[src/rtl/alu_sequencer.sv]
// Instruction fetch/decode/execute controller for the 8-bit ALU datapath.
// Owns the program counter and drives ALU, register-file and accumulator strobes.
module alu_sequencer #(
    parameter int          ADDR_W     = 8,
    parameter int unsigned START_ADDR = 0
) (
    input  logic              clk,
    input  logic              reset_n,
    input  logic              start,
    input  logic              abort,
    output logic              instr_req,
    output logic [ADDR_W-1:0] instr_addr,
    input  logic              instr_ack,
    input  logic [7:0]        instr_data,
    output logic [3:0]        alu_select,
    output logic [1:0]        alu_num_rotate,
    output logic [1:0]        rf_addr,
    output logic              rf_we,
    output logic              acc_we,
    output logic              busy,
    output logic              done,
    output logic              err
);

    typedef enum logic [1:0] {
        S_IDLE   = 2'd0,
        S_FETCH  = 2'd1,
        S_DECODE = 2'd2,
        S_EXEC   = 2'd3
    } state_t;

    localparam logic [3:0]        OP_LAST_ALU = 4'h9;
    localparam logic [3:0]        OP_STA      = 4'hA;
    localparam logic [3:0]        OP_HALT     = 4'hF;
    localparam logic [ADDR_W-1:0] PC_START    = ADDR_W'(START_ADDR);

    state_t            state_q, state_d;
    logic [ADDR_W-1:0] pc_q, pc_d;
    logic [7:0]        ir_q, ir_d;
    logic              err_q, err_d;
    logic              done_q, done_d;

    logic [3:0] opcode;
    assign opcode = ir_q[7:4];

    always_ff @(posedge clk or negedge reset_n) begin
        if (!reset_n) begin
            state_q <= S_IDLE;
            pc_q    <= PC_START;
            ir_q    <= '0;
            err_q   <= 1'b0;
            done_q  <= 1'b0;
        end else begin
            state_q <= state_d;
            pc_q    <= pc_d;
            ir_q    <= ir_d;
            err_q   <= err_d;
            done_q  <= done_d;
        end
    end

    always_comb begin
        state_d        = state_q;
        pc_d           = pc_q;
        ir_d           = ir_q;
        err_d          = err_q;
        done_d         = 1'b0;
        instr_req      = 1'b0;
        alu_select     = 4'd0;
        alu_num_rotate = 2'd0;
        rf_addr        = 2'd0;
        rf_we          = 1'b0;
        acc_we         = 1'b0;

        case (state_q)
            S_IDLE: begin
                if (!abort && start) begin
                    pc_d    = PC_START;
                    err_d   = 1'b0;
                    state_d = S_FETCH;
                end
            end
            S_FETCH: begin
                instr_req = 1'b1;
                if (abort) begin
                    state_d = S_IDLE;
                end else if (instr_ack) begin
                    ir_d    = instr_data;
                    state_d = S_DECODE;
                end
            end
            S_DECODE: begin
                rf_addr = ir_q[3:2];
                state_d = abort ? S_IDLE : S_EXEC;
            end
            S_EXEC: begin
                rf_addr        = ir_q[3:2];
                alu_num_rotate = ir_q[1:0];
                if (opcode <= OP_LAST_ALU) begin
                    alu_select = opcode;
                end
                // abort wins over every EXEC action, including the strobes
                if (abort) begin
                    state_d = S_IDLE;
                end else if (opcode <= OP_LAST_ALU || opcode == OP_STA) begin
                    acc_we  = (opcode != OP_STA);
                    rf_we   = (opcode == OP_STA);
                    pc_d    = pc_q + ADDR_W'(1);
                    state_d = S_FETCH;
                end else if (opcode == OP_HALT) begin
                    done_d  = 1'b1;
                    state_d = S_IDLE;
                end else begin
                    err_d   = 1'b1;
                    state_d = S_IDLE;
                end
            end
            default: state_d = S_IDLE;
        endcase
    end

    assign instr_addr = pc_q;
    assign busy       = (state_q != S_IDLE);
    assign done       = done_q;
    assign err        = err_q;

endmodule
[config.mk]
export PLATFORM = sky130hd
export DESIGN_NAME = alu_sequencer
export DESIGN_NICKNAME = d
export VERILOG_FILES = /design/src/rtl/alu_sequencer.sv
export SDC_FILE = /design/constraint.sdc
export NUM_CORES = 1
export LEC_CHECK = 0
export ABC_AREA = 1
export CAP_MARGIN = 20
export CORE_UTILIZATION = 50
export CTS_CLUSTER_SIZE = 40
export DETAILED_ROUTE_END_ITERATION = 16
export DONT_BUFFER_PORTS = 1
export GPL_TIMING_DRIVEN = 0
export PLACE_DENSITY = 0.76
export SLEW_MARGIN = 20
export SYNTH_ARGS = -nofsm -noshare
export SYNTH_HDL_FRONTEND = slang
export SYNTH_SLANG_ARGS = --single-unit
[constraint.sdc]
create_clock -name clk -period 3.35 [get_ports clk]
set_input_delay 0.335 -clock clk [delete_from_list [all_inputs] [get_ports clk]]
set_output_delay 0.335 -clock clk [all_outputs]
set_load 0.02 [all_outputs]
==> flow_summary.json <==
{
  "outcome": "finished, final reports clean",
  "dieArea_um2": 2594,
  "cts_made_buffers": 3,
  "maxCapViolCount": 0,
  "cts_root_buf": "clkbuf_4",
  "clk_pin_slew_ns": 0.12,
  "p_switching_w": 0.0003476,
  "worstPathRequired_ns": 3.01,
  "fillCellCount": 217,
  "synthToLayoutAreaGrowth_pct": 6.792,
  "post-route-period-util": 0.6661,
  "io_pins": 35,
  "p_sw_frac": 0.4287,
  "cp-end-kind": "output port",
  "syn_nets": 171,
  "diodes": 0,
  "ys_types": 24,
  "cp_data_arrival_time_ns": 1.90,
  "maxSlewHeadroom": 0.3642,
  "ir_worst_vdd_mv": 0.4130,
  "core_area_um2": 2233,
  "dp_hpwl_um": 1767,
  "clockPowerShare": 0.182,
  "detail-route-antenna-nets": 0,
  "finClkSkew_ns": 0.003026,
  "grt_pass1_wl_um": 3981,
  "slowest_stage": "nor4_1",
  "path_cells": "buf_6 > nand2_2 > buf_2 > nor4_1",
  "vias": 1018,
  "cts_resized": 0,
  "drv_slew": 0,
  "yosys.area.top_type": "dfrtp_1",
  "max_freq_mhz": 448.1,
  "start_util": 0.5361,
  "critPathBufInv": 2,
  "ys_ff_latch": 20,
  "viasPerCell": 5.358,
  "power_frac_seq": 0.439,
  "grt_antenna_before_repair": 0,
  "p_per_area_nw_per_um2": 634.1,
  "ys_top_cells_by_area": "dfrtp_1, nand2_1, nor2_1",
  "drive_above_1_share": 0.1667,
  "rsz0062_at_grt": "false",
  "tns_ns": 0,
  "fin_nets": 177,
  "post_synth.cell_area_avg_um2": 7.627,
  "htree_levels": 1,
  "p_leak_nw": 0.6122,
  "track_usage": 0.2053,
  "syn_area_um2": 1197,
  "worstSetupStartpointType": "flip-flop",
  "synth_top_cell_area_share": 0.4180,
  "cts_max_path_buffers": 2,
  "p_int_w": 0.0004632,
  "routed_wl_um": 2389,
  "gp_congestion": 0.8109,
  "cts_tree": "built",
  "fin_area_um2": 1279,
  "hold_violations": 0,
  "post_dp_cell_area_um2": 1232,
  "worst_pin_slew_ns": 0.9506,
  "drt_iter0_drc": 31,
  "first_global_vias": 901,
  "overflow": 0,
  "period_minus_slack_ns": 2.232,
  "syn-instance-count": 157,
  "max_stage_delay_ns": 0.75,
  "worst-path-max-fanout": 10,
  "clk-insertion-delay-late_ns": 0.31,
  "yosysSeqAreaShare": 0.4180,
  "die_h_um": 50.94,
  "drc_errors": 0,
  "setup_viol": 0,
  "critical_path.top_delay_family": "simple AND/OR/NAND/NOR gates",
  "critPathKind": "flip-flop to output port",
  "cts.sinks": 20,
  "multi_input_area_um2": 598.1,
  "rows": 17,
  "grt_max_degree": 21,
  "dieWidth_um": 50.94,
  "hold_path.class": "primary input to flip-flop",
  "io_buffer_count": 0,
  "dr.pass1.iters": 7,
  "regArea_um2": 500.5,
  "routedWlPerCell_um": 12.57,
  "yosys_warnings": 0,
  "pwr-share-comb": 0.379
}
## registers in the layout, summed over array words and instances (netlist names)
register    cells
state_q         2
ir_q            8
done            1
err             1
instr_addr      8
## final cells by class
class                   instances  area share
flip-flops and latches         20      0.3914
inverters                      19     0.05577
clock buffers                   4     0.02838
repair buffers                  1    0.007828
multi-input cells             115      0.4677
plain buffers                   3     0.02153
well taps                      28     0.02740
## metrics by stage
| stage | power, W | util | hold WS, ns | std cells | setup WS (ns) |
|---|---|---|---|---|---|
| 6_report | 0.0008108 | 0.5725 | 0.07666 | 190 | 1.118 |
| 3_3_place_gp | 0.0006555 | 0.5518 | 0.03994 | 185 | 1.457 |
| 2_1_floorplan | 0.0006130 | - | 0.03941 | 157 | 1.603 |
| 3_5_place_dp | 0.0006647 | 0.5518 | 0.03987 | 185 | 1.454 |
| 4_1_cts | 0.0008180 | 0.5725 | 0.07307 | 190 | 1.092 |
| 5_1_grt | 0.0008686 | 0.5725 | 0.07565 | 190 | 1.023 |
## Yosys cell counts
cell / count
nand2_1: 47
nor2_1: 22
dfrtp_1: 20
inv_1: 16
nand3_1: 13
a21oi_2: 5
nor3_1: 5
o21ai_0: 5
o21ai_2: 4
inv_2: 3
buf_6: 2
nand2_2: 2
nand3_4: 2
buf_2: 1
ha_1: 1
nand2_4: 1
nand3_2: 1
nand4_1: 1
nor2_2: 1
nor2_8: 1
nor4_1: 1
o21bai_1: 1
xnor2_1: 1
xor2_1: 1
## repair_timing
| item | CTS | global route |
|---|---|---|
| hold buffers | 1 | 0 |
| hold endpoints to repair | 20 | 0 |
| setup buffers | 0 | 0 |
## power groups by stage
stage	clock, W	combinational, W	sequential (W)
final	0.000148	0.000307	0.000356
after global routing	0.000156	0.000347	0.000365
after CTS	0.000152	0.000310	0.000356
after detailed placement	0	0.000303	0.000361
after global placement	0	0.000296	0.000360
after floorplan	0	0.000262	0.000351
## cell usage in the layout (no fill, tap or decap)
cell type and count:
dlygate4sd3_1 1, nor3_1 5, xnor2_1 1, o21ai_0 5, clkbuf_4 3, nand3_1 13
inv_1 16, nand3_4 2, nor2_1 22, nand2_4 1, nand2_2 2, buf_2 1
nor2_8 1, nor4_1 1, ha_1 1, nand4_1 1, nand3_2 1, o21bai_1 1
a21oi_2 5, o21ai_2 4, dfrtp_1 20, nor2_2 1, nand2_1 47, clkbuf_8 1
buf_6 2, xor2_1 1, inv_2 3
## cells by family after synthesis
family	share of synthesized area
flops	0.4180
fa+ha+maj	0.01045
buf+inv	0.08255
simple gates	0.3814
compound gates	0.09299
xor+xnor	0.01463
## path summary, 6_finish.rpt
| check | start | to | slack, ns | depth (start not counted) |
|---|---|---|---|---|
| max reg2reg | instr_addr[0]$_DFFE_PN0P_ | instr_addr[6]$_DFFE_PN0P_ | 1.88 | 8 |
| min reg2reg | ir_q[2]$_DFFE_PN0P_ | ir_q[2]$_DFFE_PN0P_ | 0.50 | 2 |
| min | abort | state_q[1]$_DFFE_PN0P_ | 0.08 | 1 |
| max | state_q[1]$_DFFE_PN0P_ | rf_we | 1.12 | 4 |
| min in group asynchronous | reset_n | state_q[1]$_DFFE_PN0P_ | 0.60 | 1 |
| max in group asynchronous | reset_n | instr_addr[7]$_DFFE_PN0P_ | 2.17 | 1 |
## layer usage
layer / up-vias / routed length (µm) / track usage
li1: 507 / - / -
met1: 476 / 1119 / 0.2652
met4: 0 / 45 / 0.09722
met3: 5 / 119 / 0.03869
met5: - / 0 / 0
met2: 30 / 1105 / 0.3289
No activity file was read; power rests on OpenSTA's default activity.
==> RTL change 1, RTL diff (same settings) <==
Make the reset (`reset_n`) synchronous in one clocked block.
--- a/src/rtl/alu_sequencer.sv
+++ b/src/rtl/alu_sequencer.sv
@@ -43,7 +43,7 @@
     logic [3:0] opcode;
     assign opcode = ir_q[7:4];
 
-    always_ff @(posedge clk or negedge reset_n) begin
+    always_ff @(posedge clk) begin
         if (!reset_n) begin
             state_q <= S_IDLE;
             pc_q    <= PC_START;
Function: differs if reset_n is asserted again (counterexample within 4 cycles, from zero or initial values and one cycle with reset_n low); with reset_n held inactive, the same outputs for 10 cycles.
==> RTL change 1 against the unedited design <==
  * Utilization down 0.20 points
  * Cell area down 9.8%
  * Clock skew down 0.00062 ns
  * Area after synthesis down 8.4%
  * First-iteration DRC count down 58%
  * Cell count down 1.6%
  * Sequential cell count unchanged
  * Setup slack worse by 0.10 ns
  * Critical path depth down 1
  * Routed wire length down 6.1%
Power is not compared: it rests on default switching activity, and its combinational part moved more than twofold at a synthesized area within 25%.
==> RTL change 1: results (changes against the unedited design) <==
Outcome: finished clean
Async set or reset register ratio after synthesis: 0% (-100 points)
Final WL: 2243 microns (-6.1%)
Max-slew headroom: 37.85% (+1.4 points)
Total GRT Usage: 21.40% (+0.87 points)
Grt met2 use: 37.27% (+4.4 points)
Largest stage delay on the critical path: 0.81 ns (+0.06 ns)
Met1 Usage GRT: 25.69% (-0.83 points)
Reg2Reg Capture Point: instr_addr[6]
Final #Nets: 176 (-0.56%)
Synth Area in Compound Gates: 14.03% (+4.7 points)
Vias in the first global route: 929 (+3.1%)
Seq/Total Area, Yosys: 36.49% (-5.3 points)
Vias: 1,013 (-0.49%)
Skew final: 0.002405 ns (-0.0006206 ns)
Adder-Cell Fraction of Synth Area: 1.140% (+0.095 points)
GP Congestion: 0.7942 (-2.1%)
Top_reg_cell synth: dfxtp_1
Length of the first detailed-routing pass in iterations: 4 (-3)
Top cells by count, synth: 33 x nand2_1, 26 x nor2_1, 20 x dfxtp_1, 14 x a21oi_1, 12 x inv_1
Routed vias/inst: 5.417 (+1.1%)
Pin count of the biggest net entering global routing: 11 (-48%)
Reg-to-reg slack, setup: 1.83 ns (-0.05 ns)
RR Startpoint: instr_addr[1]
Layout cell share with drive strength beyond 1: 12.50% (-4.2 points)
RTL change 1: changes by cell type after synthesis, sizes merged, moves of 4 or more:
cell   change
dfrtp     -20
dfxtp     +20
nand2     -10
a21oi      +9
nand3      -8
nor2       +5
inv        -4
RTL change 1: cell type report:
class,instances,area [sq um],share of cell area [%]
flip-flops and latches,20,400.4,34.71
plain buffers,3,12.51,1.085
multi-input cells,117,615.6,53.36
inverters,17,68.82,5.965
well taps,27,33.78,2.928
clock buffers,3,22.52,1.952
RTL change 1: worst max-delay path by stage:
| stage | cells past startpoint | from | slack (ns) | end |
|---|---|---|---|---|
| detailed placement | 3 | state_q[1] | 1.35 | rf_we |
| floorplan | 3 | state_q[1] | 1.56 | rf_we |
| CTS | 3 | state_q[1] | 1.01 | rf_we |
| global route | 3 | state_q[1] | 0.88 | rf_we |
| global placement | 3 | state_q[1] | 1.37 | rf_we |
| finish | 3 | state_q[1] | 1.01 | rf_we |
RTL change 1: worst max-delay path, delay by kind of cell, from the launching register on:
family,cells,cell delay (ns)
flip-flops,1,0.51
AND/OR/NAND/NOR,2,0.94
buffers and inverters,1,0.24
RTL change 1: metal layers:
metal / vias to the layer above / share of wire [%]
met5: - / 0
met4: 0 / 0.98
met3: 3 / 5.8
met2: 31 / 47
met1: 458 / 46
li1: 521 / -
RTL change 1: power breakdown:
part / switching, W / leakage (nW) / total, W / internal, W
combinational: 0.0000438 / 0.247 / 0.0000635 / 0.0000197
clock: 0.0000721 / 0.0138 / 0.000114 / 0.0000420
sequential: 0.0000103 / 0.162 / 0.000256 / 0.000245
total: 0.000126 / 0.423 / 0.000433 / 0.000307
RTL change 1: per-stage QoR:
| stage | power, W | setup WS (ns) | hold slack [ns] |
|---|---|---|---|
| after floorplan | 0.0003130 | 1.557 | 0.4119 |
| after global placement | 0.0003218 | 1.372 | 0.4137 |
| after detailed placement | 0.0003246 | 1.352 | 0.4167 |
| after CTS | 0.0004356 | 1.009 | 0.08983 |
| after global routing | 0.0004557 | 0.8817 | 0.08398 |
| final | 0.0004331 | 1.015 | 0.09221 |
RTL change 1: cells by family after synthesis:
family,count (synthesis)
compound gates,29
xor+xnor,1
fa+ha+maj,1
buf+inv,20
flops,20
simple gates,86
==> RTL change 2, RTL diff (same flow settings) <==
Without the edit above. Change the parameter `ADDR_W` from 8 to 7.
--- a/src/rtl/alu_sequencer.sv
+++ b/src/rtl/alu_sequencer.sv
@@ -1,7 +1,7 @@
 // Instruction fetch/decode/execute controller for the 8-bit ALU datapath.
 // Owns the program counter and drives ALU, register-file and accumulator strobes.
 module alu_sequencer #(
-    parameter int          ADDR_W     = 8,
+    parameter int          ADDR_W     = 7,
     parameter int unsigned START_ADDR = 0
 ) (
     input  logic              clk,
Ports: changed (resized instr_addr); port bits go from 35 to 34. The function was not compared with the original's and may differ.
==> RTL change 2 against the unedited design <==
  * Cell area down 9.0%
  * Sequential cell count decreased by 1
  * Total power decreased by 8.7%
  * Count of clock-buffer cells in the layout did not move
  * Setup slack improved by 0.14 ns
  * Sequential share of layout area grew 1.7 points
  * Synthesized cell count down 10%
  * First-iteration DRC count down 19%
  * Maximum frequency grew 6.7%
  * Routed wire length shrank 11%
  * Critical path depth down 2
  * Area after synthesis is 8.7% lower
  * Largest power group unchanged
  * Highest routed layer unchanged
==> RTL change 2: results (changes against the unedited design) <==
Outcome: finished clean
Synth top area cells: dfrtp_1 43%, nand2_1 12%, nor2_1 6.5%, nand3_1 5.9%, inv_1 5.1%
Routed vias/inst: 5.410 (+0.98%)
Total GRT Usage: 19.73% (-0.80 points)
Detailed Route Iter0 Violations: 25 (-19%)
Leakage: 0.5746 nW (-6.1%)
Crit Path Max Fanout: 7 (-3)
Largest stage delay on the critical path: 0.82 ns (+0.07 ns)
Sequential cell area share: 40.86% (+1.7 points)
Synth Area in XOR/XNOR: 2.403% (+0.94 points)
Buffers outside the clock class: 3 (-1)
GP Congestion: 0.8244 (+1.7%)
Top cells by count, synth: 36 x nand2_1, 19 x dfrtp_1, 19 x nor2_1, 15 x inv_1, 13 x nand3_1
Adder-Cell Fraction of Synth Area: 1.144% (+0.099 points)
R2R depth: 5 (-3)
#MultiIn Comb: 102 (-11%)
Clock-cell share of area: 2.258% (-0.58 points)
Non-clk invs: 18 (-1)
Global-route wire length before repair: 3560 microns (-11%)
Setup WS post-layout: 1.258 ns (+0.1398 ns)
Multi-input gate area: 533.0 sq um (-11%)
Max IR drop VDD: 0.3739 mV (-9.4%)
Final WL: 2117 microns (-11%)
Pin count of the biggest net entering global routing: 20 (-4.8%)
Synthesized Nets: 155 (-9.4%)
Max-slew headroom: 36.25% (-0.17 points)
Met2 Routed Length: 1079 microns (-2.4%)
Met3 WL: 131 microns (+10%)
RTL change 2: worst min-delay path by stage:
stage	from	to	slack, ns
2_1_floorplan	reset_n	done	0.04
3_3_place_gp	reset_n	instr_addr[0]	0.04
3_5_place_dp	reset_n	instr_addr[0]	0.04
4_1_cts	abort	done	0.08
5_1_grt	abort	done	0.08
6_report	abort	done	0.1
RTL change 2: report_power, final:
part,switching [W],internal [W]
clock,0.0000683,0.0000463
sequential,0.0000542,0.000288
combinational,0.000197,0.0000869
total,0.000319,0.000421
RTL change 2: per-stage QoR:
step	hold WS (ns)	power [W]	instance area, sq um	util (%)	instances
2_1_floorplan	0.03941	0.0005765	1094	-	141
3_3_place_gp	0.03987	0.0006139	1127	56.31	168
6_report	0.09830	0.0007402	1164	58.13	173
5_1_grt	0.07958	0.0007994	1164	58.13	173
3_5_place_dp	0.03977	0.0006261	1127	56.31	168
4_1_cts	0.08330	0.0007489	1164	58.13	173
